**src/rtl/baud_gen_frac_pkg.sv**
```systemverilog
// Shared UART package.
// Holds the default clock and baud-rate constants and the helper that turns
// them into a fixed-point oversample divisor. The result has FRAC_W fractional
// bits and is rounded to the nearest value.
package baud_gen_frac_pkg;

    localparam int DEFAULT_CLK_FREQ  = 50_000_000;
    localparam int DEFAULT_BAUD_RATE = 115200;

    // Rounded divisor: (clk_freq * 2^frac_w + rate/2) / rate,
    // where rate = baud_rate * oversample.
    // The result holds the integer part above bit frac_w and the fraction below it.
    function automatic longint calc_def_fx(input longint clk_freq,
                                           input longint baud_rate,
                                           input longint oversample,
                                           input int     frac_w);
        longint denom;
        longint numer;
        denom = baud_rate * oversample;
        numer = clk_freq * (longint'(1) << frac_w) + denom / 2;
        return numer / denom;
    endfunction

endpackage

```
**src/rtl/frac_div_core.sv**
```systemverilog
// Fractional period counter.
// Each period lasts div_int + c cycles. A div_int below 2 is treated as 2.
// c is the carry out of an FRAC_W-bit phase accumulator that adds div_frac
// once per period.
//
// Ports:
//   clk, reset  - rising-edge clock, asynchronous active-high reset
//   en          - run enable; when low, the counter and accumulator hold at zero
//   div_int     - integer period, in clk cycles
//   div_frac    - fractional period, in units of 1/2^FRAC_W cycle
//   clear_acc   - zero the accumulator at this wrap instead of advancing it
//   wrap        - combinational: this cycle is the last cycle of the period
//   tick        - registered one-cycle pulse, high for the cycle after a wrap
module frac_div_core import baud_gen_frac_pkg::*; #(
    parameter int DIV_W  = 16,
    parameter int FRAC_W = 4
) (
    input  logic              clk,
    input  logic              reset,
    input  logic              en,
    input  logic [DIV_W-1:0]  div_int,
    input  logic [FRAC_W-1:0] div_frac,
    input  logic              clear_acc,
    output logic              wrap,
    output logic              tick
);

    // One extra counter bit keeps a full 2^DIV_W-cycle period representable.
    logic [DIV_W:0]    count;
    logic [FRAC_W-1:0] acc;
    logic [FRAC_W:0]   acc_sum;
    logic [DIV_W-1:0]  eff_int;
    logic [DIV_W:0]    last_count;

    // The carry of this period's accumulator add stretches the period by one cycle.
    always_comb begin
        acc_sum    = {1'b0, acc} + {1'b0, div_frac};
        eff_int    = (div_int < DIV_W'(2)) ? DIV_W'(2) : div_int;
        last_count = {1'b0, eff_int} + {{DIV_W{1'b0}}, acc_sum[FRAC_W]}
                     - {{DIV_W{1'b0}}, 1'b1};
        wrap       = en && (count == last_count);
    end

    always_ff @(posedge clk or posedge reset) begin
        if (reset) begin
            count <= '0;
            acc   <= '0;
            tick  <= 1'b0;
        end else if (!en) begin
            count <= '0;
            acc   <= '0;
            tick  <= 1'b0;
        end else if (wrap) begin
            count <= '0;
            acc   <= clear_acc ? '0 : acc_sum[FRAC_W-1:0];
            tick  <= 1'b1;
        end else begin
            count <= count + {{DIV_W{1'b0}}, 1'b1};
            tick  <= 1'b0;
        end
    end

endmodule

```
**src/rtl/baud_gen_frac.sv**
```systemverilog
// Fractional baud-rate generator.
// Produces an oversample tick (os_tick) from a fixed-point divisor. It also
// produces a bit-period tick (baud_tick) once every OVERSAMPLE os_ticks.
// A new divisor is written through a valid/ready handshake into a shadow
// register. While the generator runs, the new divisor takes effect at the next
// os-period boundary. While the generator is idle, it takes effect at once.
//
// Ports:
//   clk, reset    - rising-edge clock, asynchronous active-high reset
//   en            - run enable; dropping it realigns the tick phase
//   cfg_valid     - request to load cfg_div_int / cfg_div_frac
//   cfg_div_int   - integer part of the oversample divisor, in clk cycles
//   cfg_div_frac  - fractional part, in units of 1/2^FRAC_W cycle
//   cfg_ready     - high when a new divisor can be accepted
//   os_tick       - one-cycle oversample pulse
//   baud_tick     - one-cycle bit-period pulse, coincident with an os_tick
module baud_gen_frac import baud_gen_frac_pkg::*; #(
    parameter int CLK_FREQ   = DEFAULT_CLK_FREQ,
    parameter int BAUD_RATE  = DEFAULT_BAUD_RATE,
    parameter int OVERSAMPLE = 16,
    parameter int DIV_W      = 16,
    parameter int FRAC_W     = 4
) (
    input  logic              clk,
    input  logic              reset,
    input  logic              en,
    input  logic              cfg_valid,
    input  logic [DIV_W-1:0]  cfg_div_int,
    input  logic [FRAC_W-1:0] cfg_div_frac,
    output logic              cfg_ready,
    output logic              os_tick,
    output logic              baud_tick
);

    localparam longint DEF_FX = calc_def_fx(CLK_FREQ, BAUD_RATE, OVERSAMPLE, FRAC_W);
    localparam logic [DIV_W-1:0]  DEF_INT  = DIV_W'(DEF_FX >> FRAC_W);
    localparam logic [FRAC_W-1:0] DEF_FRAC = FRAC_W'(DEF_FX);
    localparam int OS_W = (OVERSAMPLE > 1) ? $clog2(OVERSAMPLE) : 1;
    localparam logic [OS_W-1:0] OS_LAST = OS_W'(OVERSAMPLE - 1);

    logic [DIV_W-1:0]  act_int;
    logic [FRAC_W-1:0] act_frac;
    logic [DIV_W-1:0]  shadow_int;
    logic [FRAC_W-1:0] shadow_frac;
    logic              pending;
    logic [OS_W-1:0]   os_cnt;
    logic              wrap;
    logic              accept;
    logic              load_now;

    // A pending divisor is applied at once while idle. While running, it waits
    // for a period boundary so the running period is never altered.
    always_comb begin
        cfg_ready = !pending;
        accept    = cfg_valid && !pending;
        load_now  = pending && (!en || wrap);
    end

    frac_div_core #(
        .DIV_W  (DIV_W),
        .FRAC_W (FRAC_W)
    ) u_core (
        .clk       (clk),
        .reset     (reset),
        .en        (en),
        .div_int   (act_int),
        .div_frac  (act_frac),
        .clear_acc (load_now),
        .wrap      (wrap),
        .tick      (os_tick)
    );

    // The shadow register and pending flag hold at most one outstanding request.
    always_ff @(posedge clk or posedge reset) begin
        if (reset) begin
            shadow_int  <= DEF_INT;
            shadow_frac <= DEF_FRAC;
            pending     <= 1'b0;
        end else if (accept) begin
            shadow_int  <= cfg_div_int;
            shadow_frac <= cfg_div_frac;
            pending     <= 1'b1;
        end else if (load_now) begin
            pending     <= 1'b0;
        end
    end

    always_ff @(posedge clk or posedge reset) begin
        if (reset) begin
            act_int  <= DEF_INT;
            act_frac <= DEF_FRAC;
        end else if (load_now) begin
            act_int  <= shadow_int;
            act_frac <= shadow_frac;
        end
    end

    // A period boundary that also loads a new divisor restarts the group count.
    // That boundary still completes the current group if it is the last os_tick.
    always_ff @(posedge clk or posedge reset) begin
        if (reset) begin
            os_cnt    <= '0;
            baud_tick <= 1'b0;
        end else if (!en) begin
            os_cnt    <= '0;
            baud_tick <= 1'b0;
        end else if (wrap) begin
            baud_tick <= (os_cnt == OS_LAST);
            if (load_now || os_cnt == OS_LAST) begin
                os_cnt <= '0;
            end else begin
                os_cnt <= os_cnt + OS_W'(1);
            end
        end else begin
            baud_tick <= 1'b0;
        end
    end

endmodule

```
**config.mk**
```make
export PLATFORM = sky130hd
export DESIGN_NAME = baud_gen_frac
export DESIGN_NICKNAME = d
export VERILOG_FILES = /design/src/rtl/baud_gen_frac_pkg.sv /design/src/rtl/frac_div_core.sv /design/src/rtl/baud_gen_frac.sv
export SDC_FILE = /design/constraint.sdc
export NUM_CORES = 1
export LEC_CHECK = 0
export ABC_AREA = 1
export CAP_MARGIN = 20
export CELL_PAD_IN_SITES_DETAIL_PLACEMENT = 1
export CELL_PAD_IN_SITES_GLOBAL_PLACEMENT = 2
export CORE_MARGIN = 1.5
export CORE_UTILIZATION = 39
export DETAILED_ROUTE_END_ITERATION = 16
export PLACE_DENSITY_LB_ADDON = 0.25
export SKIP_CTS_REPAIR_TIMING = 1
export SLEW_MARGIN = 10
export SYNTH_ARGS = -nofsm -noshare
export SYNTH_HDL_FRONTEND = slang
export SYNTH_HIERARCHICAL = 1
export SYNTH_SLANG_ARGS = --single-unit
```
**constraint.sdc**
```tcl
create_clock -name clk -period 5.93 [get_ports clk]
set_input_delay 1.4825 -clock clk [delete_from_list [all_inputs] [get_ports clk]]
set_output_delay 1.4825 -clock clk [all_outputs]
set_load 0.02 [all_outputs]
```
==> metrics.yaml <==
yosys:
  synth_cells: 469
  synthFlopType: "dfrtp_1"
  yosys_register_bits: 68
  synth_area_um2: 3904
  yosysUniqueCellTypes: 44
  syn_avg_cell_area_um2: 8.324
  synth-edff-count: 0
  synthArstFlopShare_pct: 100.0
  synth_warnings: 6
  postSynthNetCount: 502
  ys_seq_area_share_pct: 43.91
cts:
  cts_buffers: 9
  max-clock-path-buffers: 2
  cts_root_buf: "clkbuf_8"
  cts.htree.levels: 3
  clkTransAtPathRegs_ns: 0.07
  clkLatencyLatePin_ns: 0.35
  cts_num_sinks: 68
  cts_tree: "yes"
setup_path:
  max_stage_delay_ns: 0.39
  r2r_cells: 21
  start_kind: "flop"
  cp.arrival_ns: 4.22
  crit_chain: "ha_1 -> fa_1 -> nand2_1 -> nand2_1 -> a21oi_1 -> ha_1 -> inv_1 -> nor2_1 -> nand3_1 -> nor2_1 -> nand3_1 -> nand2_1 -> nand3_1 -> nor2_1 -> nand3_1 -> nor2_1 -> nor2_4 -> nor2_8 -> nor3b_1 -> nand4_1 -> nand2_1"
  crit_type: "reg -> reg"
  r2r_setup_slack_ns: 1.94
  r2r-start: "act_frac[0]$_DFFE_PP0P_"
  r2r-end: "u_core/acc[2]$_DFFE_PP0P_"
  crit_required_ns: 6.16
  cp_max_fo: 19
  slowest_stage: "dfrtp_1"
  endpoint_kind: "flop"
floorplan:
  io_pins: 27
  initial_utilization_pct: 40.12
  die-area_um2: 10620
  die_h_um: 103.0
  die_width_um: 103.0
  core-area_um2: 9729
  row_count: 36
power_and_ir_drop:
  p_int_uw: 915.3
  ir_drop_mv: 0.1092
  power.leakage_uw: 0.002125
  clkPwrFrac_pct: 26.4
  seqPwrFrac_pct: 43.6
  power_uw: 1419
  combPwrFrac_pct: 29.9
  power_density_nw_per_um2: 322.2
  p_sw_share_pct: 35.51
  p_switching_uw: 504.1
drt:
  route.vias.total: 3005
  viasPerCell: 4.762
  detail-route-antenna-nets: 0
  drt_iter0_drc: 44
  drtPass1Iterations: 4
  wirelength_mm: 8.558
  drc: 0
  wl_per_cell_um: 13.56
cells_and_area:
  drive_gt1_share_pct: 14.86
  final_common_cell: "nand2_1"
  nFillCells: 1224
  finalInstanceArea_um2: 4405
  syn_to_final_growth_pct: 12.85
  diodes: 0
  final_cell_mix: "nand2_1 (125), dfrtp_1 (58), nor2_1 (50)"
  nNetsFinal: 527
placed_design:
  port_buffers: 26
  post_dp_cell_area_um2: 4219
  dpl.hpwl_mm: 6.498
  place.gp.congestion: 0.8096
  pre_cts_slack_ns: 2.001
grt:
  grt_max_degree: 47
  antenna_found_initial: 0
  grt_pass1_vias: 3073
  grt_overflow: 0
  grt_pass1_wl_mm: 14.81
  grt_use_total_pct: 18.21
sta:
  rsz0062_at_grt: "no"
  period_needed_ns: 3.995
  fin_skew_ns: 0.009841
  maxSlewHeadroom_pct: 37.71
  hold_viol_final: 0
  period_share_pct: 67.36
  setup_violations: 0
  tns_ns: 0
  setup_ws_ns: 1.935
  worst_pin_slew_ns: 0.9333
  slew_viol_final: 0
  clock.fmax_mhz: 250.3
status:
  status: "finished clean"
min_path:
  holdPathEnd: "shadow_int[3]$_DFFE_PP1P_"
  whs_path_depth: 2
  min-delay-start: "shadow_int[3]$_DFFE_PP1P_"
  hp-class: "reg -> reg"
flow_run:
  maxCapViolCount: 0
==> kinds of logic after synthesis <==
logic type	after synthesis	share of synthesized area [%]
XOR/XNOR	32	7.180
flip-flops	68	43.91
AND/OR/NAND/NOR	272	33.37
adder cells (fa/ha/maj)	9	3.077
AO/OA/AOI/OAI	30	5.000
buffers and inverters	58	7.467
==> through the flow <==
stage	cells	utilization (%)	hold slack [ns]
2_1_floorplan	469	-	0.4417
3_3_place_gp	616	43.36	0.4546
3_5_place_dp	616	43.36	0.4585
4_1_cts	631	45.28	0.4692
5_1_grt	631	45.28	0.4820
6_report	631	45.28	0.4634
==> synth_stat cells (2+ instances only) <==
cell type / instances / area (um^2)
xnor2_1: 8 / 70.07
nor3_2: 2 / 20.02
o21bai_1: 4 / 30.03
o21ai_2: 6 / 52.55
buf_12: 2 / 40.04
nand2_1: 125 / 469.2
inv_2: 2 / 7.510
nor2_4: 3 / 33.78
dfrtp_1: 58 / 1451
nand4_1: 11 / 68.82
nand3b_1: 2 / 15.01
buf_2: 5 / 25.02
or2_1: 2 / 12.51
nor2_2: 15 / 93.84
buf_4: 2 / 15.01
xor2_1: 24 / 210.2
nor2_1: 50 / 187.7
nand2_4: 3 / 33.78
nand3_1: 39 / 195.2
nand2_2: 11 / 68.82
dfstp_2: 10 / 262.8
inv_1: 42 / 157.7
ha_1: 8 / 100.1
o21ai_0: 7 / 35.03
a21oi_1: 9 / 45.04
==> area by class of cell <==
class                   instances  area (um^2)  share of cell area (%)
clock buffers                  13        148.9                   3.380
clock inverters                 2        37.54                  0.8520
inverters                      46        180.2                   4.090
multi-input cells             343         1898                   43.08
flip-flops and latches         68         1714                   38.91
well taps                     133        166.4                   3.777
repair buffers                 26        260.3                   5.907
==> routing by layer <==
metal	up-vias	routed length (um)	track usage [%]
met2	29	4008	28.90
met3	10	145	2.441
met5	-	0	0
met1	1436	4268	24.67
li1	1530	-	-
met4	0	136	8.628
==> critical path, delay by kind of cell, from the launching register on <==
kind	cells	cell delay [ns]
simple gates	16	2.52
compound gates	1	0.13
fa+ha+maj	3	0.80
flops	1	0.39
buf+inv	1	0.04
==> worst max path at each step <==
| stage | end | depth (start not counted) | slack (ns) | from |
|---|---|---|---|---|
| after floorplan | u_core/acc[2]$_DFFE_PP0P_ | 21 | 2.47 | act_frac[0]$_DFFE_PP0P_ |
| after detailed placement | act_int[6]$_DFFE_PP0P_ | 20 | 2.00 | act_frac[0]$_DFFE_PP0P_ |
| final | u_core/acc[2]$_DFFE_PP0P_ | 21 | 1.94 | act_frac[0]$_DFFE_PP0P_ |
| after global placement | act_int[11]$_DFFE_PP0P_ | 20 | 2.15 | u_core/acc[0]$_DFFE_PP0P_ |
| after global routing | act_int[6]$_DFFE_PP0P_ | 20 | 1.56 | act_frac[0]$_DFFE_PP0P_ |
| after CTS | act_int[6]$_DFFE_PP0P_ | 21 | 1.92 | act_frac[0]$_DFFE_PP0P_ |
==> registers in the layout (all words and copies together) (netlist names) <==
register and count:
u_core/tick 1, shadow_frac 4, shadow_int 16, baud_tick 1, u_core/acc 4, act_frac 4, pending 1, os_cnt 4
act_int 16, u_core/count 17
==> power by group through the flow <==
stage                     combinational [uW]  clock [uW]  sequential, uW
after floorplan                          351           0             606
final                                    425         375             619
after CTS                                432         392             621
after detailed placement                 428           0             628
after global routing                     487         411             632
after global placement                   416           0             626
Note: power is estimated with default switching activity, not from simulation.
